**config.mk**
```make
export PLATFORM = sky130hd
export DESIGN_NAME = led_pattern_ctrl
export DESIGN_NICKNAME = d
export VERILOG_FILES = /design/src/rtl/led_pattern_ctrl.sv
export SDC_FILE = /design/constraint.sdc
export NUM_CORES = 1
export LEC_CHECK = 0
export ABC_AREA = 1
export CAP_MARGIN = 5
export CORE_ASPECT_RATIO = 0.7
export CORE_UTILIZATION = 30
export DETAILED_ROUTE_END_ITERATION = 10
export PLACE_DENSITY_LB_ADDON = 0.2
export SLEW_MARGIN = 5
export SYNTH_ARGS = -nofsm -noshare
export SYNTH_HDL_FRONTEND = slang
export SYNTH_SLANG_ARGS = --single-unit
```
**constraint.sdc**
```tcl
create_clock -name clk -period 1.7 [get_ports clk]
set_clock_uncertainty 0.2 [all_clocks]
set_input_delay 0.34 -clock clk [delete_from_list [all_inputs] [get_ports clk]]
set_output_delay 0.34 -clock clk [all_outputs]
set_load 0.02 [all_outputs]
```
**src/rtl/led_pattern_ctrl.sv**
```systemverilog
// LED bank sequencer: programmable tick prescaler plus IDLE/RUN/PAUSE control
// stepping one of four LED patterns, with a load/ack mode-change handshake.
module led_pattern_ctrl #(
   parameter int TICK_DIV = 25_000_000,
   parameter int LED_W    = 8,
   parameter int CNT_W    = $clog2(TICK_DIV)
) (
   input  logic             clk,
   input  logic             reset_n,
   input  logic             start,
   input  logic             stop,
   input  logic             hold,
   input  logic [1:0]       speed_sel,
   input  logic [1:0]       mode_sel,
   input  logic             mode_load,
   output logic             mode_ack,
   output logic             busy,
   output logic             tick_o,
   output logic [LED_W-1:0] LED
);

   typedef enum logic [1:0] {
      S_IDLE  = 2'd0,
      S_RUN   = 2'd1,
      S_PAUSE = 2'd2
   } state_t;

   typedef enum logic [1:0] {
      M_BIN   = 2'd0,
      M_WALK  = 2'd1,
      M_PING  = 2'd2,
      M_BLINK = 2'd3
   } mode_t;

   typedef enum logic {
      DIR_UP   = 1'b0,
      DIR_DOWN = 1'b1
   } dir_t;

   localparam logic [LED_W-1:0] LED_BOT = LED_W'(1);
   localparam logic [LED_W-1:0] LED_TOP = LED_W'(1) << (LED_W - 1);

   state_t           r_state;
   mode_t            r_mode;
   mode_t            r_pmode;
   dir_t             r_dir;
   logic             r_pvalid;
   logic [CNT_W-1:0] r_cnt;
   logic [CNT_W-1:0] r_per_m1;
   logic [LED_W-1:0] r_led;
   logic             r_ack;
   logic             r_tick;
   logic             r_busy;

   state_t           w_state_nxt;
   mode_t            w_mode_nxt;
   mode_t            w_pmode_nxt;
   dir_t             w_dir_nxt;
   dir_t             w_step_dir;
   logic             w_pvalid_nxt;
   logic [CNT_W-1:0] w_cnt_nxt;
   logic [CNT_W-1:0] w_per_nxt;
   logic [CNT_W-1:0] w_per_sel;
   logic [LED_W-1:0] w_led_nxt;
   logic [LED_W-1:0] w_step_led;
   logic             w_ack_nxt;
   logic             w_tick_nxt;
   logic             w_apply;
   logic             w_can_apply;
   logic             w_period_end;

   function automatic logic [LED_W-1:0] f_init(input mode_t m);
      logic [LED_W-1:0] v;
      v = '0;
      if (m == M_WALK || m == M_PING) v = LED_BOT;
      return v;
   endfunction

   assign w_per_sel    = CNT_W'((TICK_DIV >> speed_sel) - 1);
   // An ack in the current cycle blocks the next application so acks never abut.
   assign w_can_apply  = r_pvalid && !r_ack;
   assign w_period_end = (r_cnt == r_per_m1);

   always_comb begin
      w_step_dir = r_dir;
      w_step_led = r_led;
      case (r_mode)
         M_BIN:   w_step_led = r_led + LED_W'(1);
         M_WALK:  w_step_led = {r_led[LED_W-2:0], r_led[LED_W-1]};
         M_PING: begin
            if (r_led == LED_TOP) begin
               w_step_dir = DIR_DOWN;
            end else if (r_led == LED_BOT) begin
               w_step_dir = DIR_UP;
            end
            w_step_led = (w_step_dir == DIR_UP) ? (r_led << 1) : (r_led >> 1);
         end
         M_BLINK: w_step_led = ~r_led;
         default: w_step_led = r_led;
      endcase
   end

   always_comb begin
      w_state_nxt  = r_state;
      w_mode_nxt   = r_mode;
      w_pmode_nxt  = r_pmode;
      w_pvalid_nxt = r_pvalid;
      w_dir_nxt    = r_dir;
      w_cnt_nxt    = r_cnt;
      w_per_nxt    = r_per_m1;
      w_led_nxt    = r_led;
      w_tick_nxt   = 1'b0;
      w_apply      = 1'b0;

      case (r_state)
         S_IDLE: begin
            w_cnt_nxt = '0;
            w_led_nxt = '0;
            if (w_can_apply) begin
               w_apply    = 1'b1;
               w_mode_nxt = r_pmode;
            end
            if (start) begin
               w_state_nxt = S_RUN;
               w_per_nxt   = w_per_sel;
               w_led_nxt   = f_init(w_mode_nxt);
               w_dir_nxt   = DIR_UP;
            end
         end

         S_RUN: begin
            if (stop) begin
               w_state_nxt = S_IDLE;
               w_cnt_nxt   = '0;
               w_led_nxt   = '0;
               w_dir_nxt   = DIR_UP;
               if (w_can_apply) begin
                  w_apply    = 1'b1;
                  w_mode_nxt = r_pmode;
               end
            end else begin
               // The counter still steps on the edge that enters PAUSE, so a
               // hold of H cycles costs exactly H cycles of progress.
               if (hold) w_state_nxt = S_PAUSE;
               if (w_period_end) begin
                  w_cnt_nxt  = '0;
                  w_per_nxt  = w_per_sel;
                  w_tick_nxt = 1'b1;
                  if (w_can_apply) begin
                     w_apply    = 1'b1;
                     w_mode_nxt = r_pmode;
                     w_led_nxt  = f_init(r_pmode);
                     w_dir_nxt  = DIR_UP;
                  end else begin
                     w_led_nxt = w_step_led;
                     w_dir_nxt = w_step_dir;
                  end
               end else begin
                  w_cnt_nxt = r_cnt + CNT_W'(1);
               end
            end
         end

         S_PAUSE: begin
            if (stop) begin
               w_state_nxt = S_IDLE;
               w_cnt_nxt   = '0;
               w_led_nxt   = '0;
               w_dir_nxt   = DIR_UP;
               if (w_can_apply) begin
                  w_apply    = 1'b1;
                  w_mode_nxt = r_pmode;
               end
            end else begin
               if (!hold) w_state_nxt = S_RUN;
               if (w_can_apply) begin
                  w_apply    = 1'b1;
                  w_mode_nxt = r_pmode;
                  w_led_nxt  = f_init(r_pmode);
                  w_dir_nxt  = DIR_UP;
                  w_cnt_nxt  = '0;
               end
            end
         end

         default: begin
            w_state_nxt = S_IDLE;
            w_cnt_nxt   = '0;
            w_led_nxt   = '0;
         end
      endcase

      w_ack_nxt = w_apply;
      if (w_apply) w_pvalid_nxt = 1'b0;
      // A load on an application edge queues behind the value being applied.
      if (mode_load) begin
         w_pmode_nxt  = mode_t'(mode_sel);
         w_pvalid_nxt = 1'b1;
      end
   end

   always_ff @(posedge clk or negedge reset_n) begin
      if (!reset_n) begin
         r_state  <= S_IDLE;
         r_mode   <= M_BIN;
         r_pmode  <= M_BIN;
         r_pvalid <= 1'b0;
         r_dir    <= DIR_UP;
         r_cnt    <= '0;
         r_per_m1 <= '0;
         r_led    <= '0;
         r_ack    <= 1'b0;
         r_tick   <= 1'b0;
         r_busy   <= 1'b0;
      end else begin
         r_state  <= w_state_nxt;
         r_mode   <= w_mode_nxt;
         r_pmode  <= w_pmode_nxt;
         r_pvalid <= w_pvalid_nxt;
         r_dir    <= w_dir_nxt;
         r_cnt    <= w_cnt_nxt;
         r_per_m1 <= w_per_nxt;
         r_led    <= w_led_nxt;
         r_ack    <= w_ack_nxt;
         r_tick   <= w_tick_nxt;
         r_busy   <= (w_state_nxt != S_IDLE);
      end
   end

   assign mode_ack = r_ack;
   assign busy     = r_busy;
   assign tick_o   = r_tick;
   assign LED      = r_led;

endmodule

```
==> results.yml <==
outcome:
  status: "finished, violations left"
  violations: "negative setup slack"
yosys:
  synthCells: 571
  yosys.area.top_type_share_pct: 38.94
  synth_top_area_cell: "dfrtp_1"
  synth_cell_type_count: 30
  yosys_register_bits: 60
  synth.net_count: 586
  syn_avg_cell_area_um2: 6.753
  yosys_warnings: 0
  syn-cell-area_um2: 3856
  synth-seq-area-share_pct: 38.94
  synth_area_leaders: "dfrtp_1 39%, nand2_1 19%, inv_1 8.4%, nor2_1 6.9%, nand3_1 4.8%"
setup_path:
  slowest_delay_ps: 450
  crit_path_start_kind: "flop"
  r2r-end: "r_per_m1[16]"
  path_max_fanout: 7
  r2r_slack_ps: -290
  crit_arrival_ps: 2000
  worstReg2RegStart: "r_per_m1[20]"
  cp_data_required_time_ps: 1710
  path_cells: "xor2_1 > nor2_1 > nand2_2 > nor2_4 > nand3_4 > buf_12 > nand2_8 > nand2_8 > nand2_2 > o21ai_2"
  critPathKind: "reg -> reg"
  end_kind: "flop"
  critPathBufInv: 1
  reg2regPathDepth: 10
  slowest_stage: "dfrtp_2"
  cp_top_family: "simple AND/OR/NAND/NOR gates"
  path_depth: 10
run:
  cap_violations: 0
finish:
  drive_above_1_share_pct: 32.41
  final_common_cell: "nand2_1"
  fillers: 1267
  nNetsFinal: 729
  diodes: 0
  area_growth_pct: 48.86
  final_cell_mix: "176 x nand2_1, 106 x buf_4, 82 x inv_1"
clock_tree:
  htree_levels: 3
  clockRootBuffer: "clkbuf_16"
  clockBufferDepth: 2
  insertion_delay_ps: 330
  clk_pin_slew_ps: 60
  numCtsBuffers: 9
  clock-sinks: 60
  cts_tree: "done"
global_route:
  grt_pass1_wl_um: 19840
  grt_pass1_vias: 3838
  gr-usage-all-layers_pct: 19.48
  grt_overflow_total: 0
  grt_max_degree: 61
  antenna_found_initial: 0
floorplanning:
  io-pin-count: 21
  die-area_um2: 13320
  rows: 34
  fp.dieH_um: 96.86
  dieWidth_um: 137.5
  initial_utilization_pct: 30.94
  core_um2: 12460
route:
  met1_length_um: 6413
  vias: 4042
  drtAntennaViolNets: 0
  dr.pass1.iters: 5
  via_per_inst: 4.588
  wl_per_cell_um: 13.63
  wl_um: 12010
  highest_layer: "met4"
  wl_met3_um: 735
  routed-wl-met2_um: 4740
  drc: 0
  drt_iter0_drc: 296
min_path:
  min_from: "r_pvalid"
  holdPathStages: 2
  hp-class: "reg -> reg"
  hold_end: "r_pvalid"
power:
  power_density_nw_per_um2: 1024
  fin_total_pwr_w: 0.005880
  vdd_drop_max_mv: 0.5965
  p_leak_nw: 2.861
sta:
  finalCritPeriodShare_pct: 117.0
  slew_headroom_pct: 61.83
  fin_hold_ws_ps: 296.6
  fin_ws_ps: -288.5
  rsz0062_at_grt: "yes"
  fmax_mhz: 502.9
  hold_violations: 0
  drv_slew: 0
  finalSetupViolations: 54
  worst_pin_slew_ps: 570.4
  period_needed_ps: 1988
placement:
  io_buffers: 20
  place_hpwl_um: 8706
  place.gp.congestion: 0.8878
==> logic make-up after synthesis <==
logic type	Yosys count	synth area share (%)
AO/OA/AOI/OAI	63	9.929
XOR/XNOR	8	1.817
adder cells (fa/ha/maj)	5	1.622
buffers and inverters	96	10.32
flip-flops	60	38.94
AND/OR/NAND/NOR	339	37.38
==> area by class of cell <==
class | instances | area [µm²] | area share, %
flip-flops and latches | 60 | 1514 | 26.37
clock inverters | 4 | 25.02 | 0.4359
multi-input cells | 418 | 2303 | 40.13
well taps | 162 | 202.7 | 3.531
clock buffers | 12 | 256.5 | 4.468
inverters | 91 | 344.1 | 5.994
repair buffers | 134 | 1095 | 19.07
==> Yosys cell counts, drive strengths merged <==
master  number
nand2      200
inv         91
nor2        76
dfrtp       60
o21ai       43
nand3       40
a21oi       14
nand4       10
nor3        10
xor2         7
buf          5
ha           5
o22ai        3
nand3b       1
nor4         1
o211ai       1
o21a         1
o31ai        1
or2          1
xnor2        1
==> per-stage QoR <==
step / cell area, µm² / util [%] / setup TNS [ps] / setup WS (ps) / cells
2_1_floorplan: 3918 / - / -190.8 / -54.84 / 571
3_3_place_gp: 5061 / 40.60 / -14980 / -426.5 / 852
3_5_place_dp: 5061 / 40.60 / -15890 / -458.7 / 852
4_1_cts: 5479 / 43.96 / -11060 / -250.0 / 872
5_1_grt: 5741 / 46.06 / -17940 / -371.8 / 881
6_report: 5741 / 46.06 / -13180 / -288.5 / 881
==> worst min-delay path, cell delays in order (launching register included) <==
cell and delay, ps:
dfrtp_1 350, nand2_1 60, nand2_1 50
==> sequential cells by signal, summed over array words and instances, names as in the netlist <==
name and cells:
r_dir 1, tick_o 1, r_pmode 2, r_cnt 25, r_per_m1 16, r_pvalid 1
LED 8, r_mode 2, busy 1, mode_ack 1, r_state 2
==> power breakdown <==
group / internal [W] / total [W] / switching [W]
combinational: 0.000916 / 0.00226 / 0.00135
sequential: 0.00165 / 0.00190 / 0.000257
clock: 0.00106 / 0.00171 / 0.000654
total: 0.00362 / 0.00588 / 0.00226
==> layer usage <==
metal	global-route usage, %	up-vias
met5	0	-
met4	4.734	0
met3	3.983	10
met2	25.36	104
met1	31.56	1843
li1	-	2085
==> repair_timing <==
item | CTS | global route
hold endpoints to repair | 60 | 0
setup buffers | 0 | 8
pin swaps | 1 | 17
gates cloned | 3 | 1
resized for setup | 49 | 56
hold buffers | 1 | 0
endpoints found under the setup margin | 65 | 59
==> worst max path at each step <==
stage	from	end	slack, ps
after global routing	r_per_m1[20]	LED[5]	-370
final	r_per_m1[20]	r_per_m1[16]	-290
after CTS	r_per_m1[20]	LED[1]	-250
after global placement	stop	r_cnt[15]	-430
after floorplan	LED[1]	LED[5]	-50
after detailed placement	stop	r_cnt[21]	-460
Note: power is estimated with default switching activity, not from simulation.
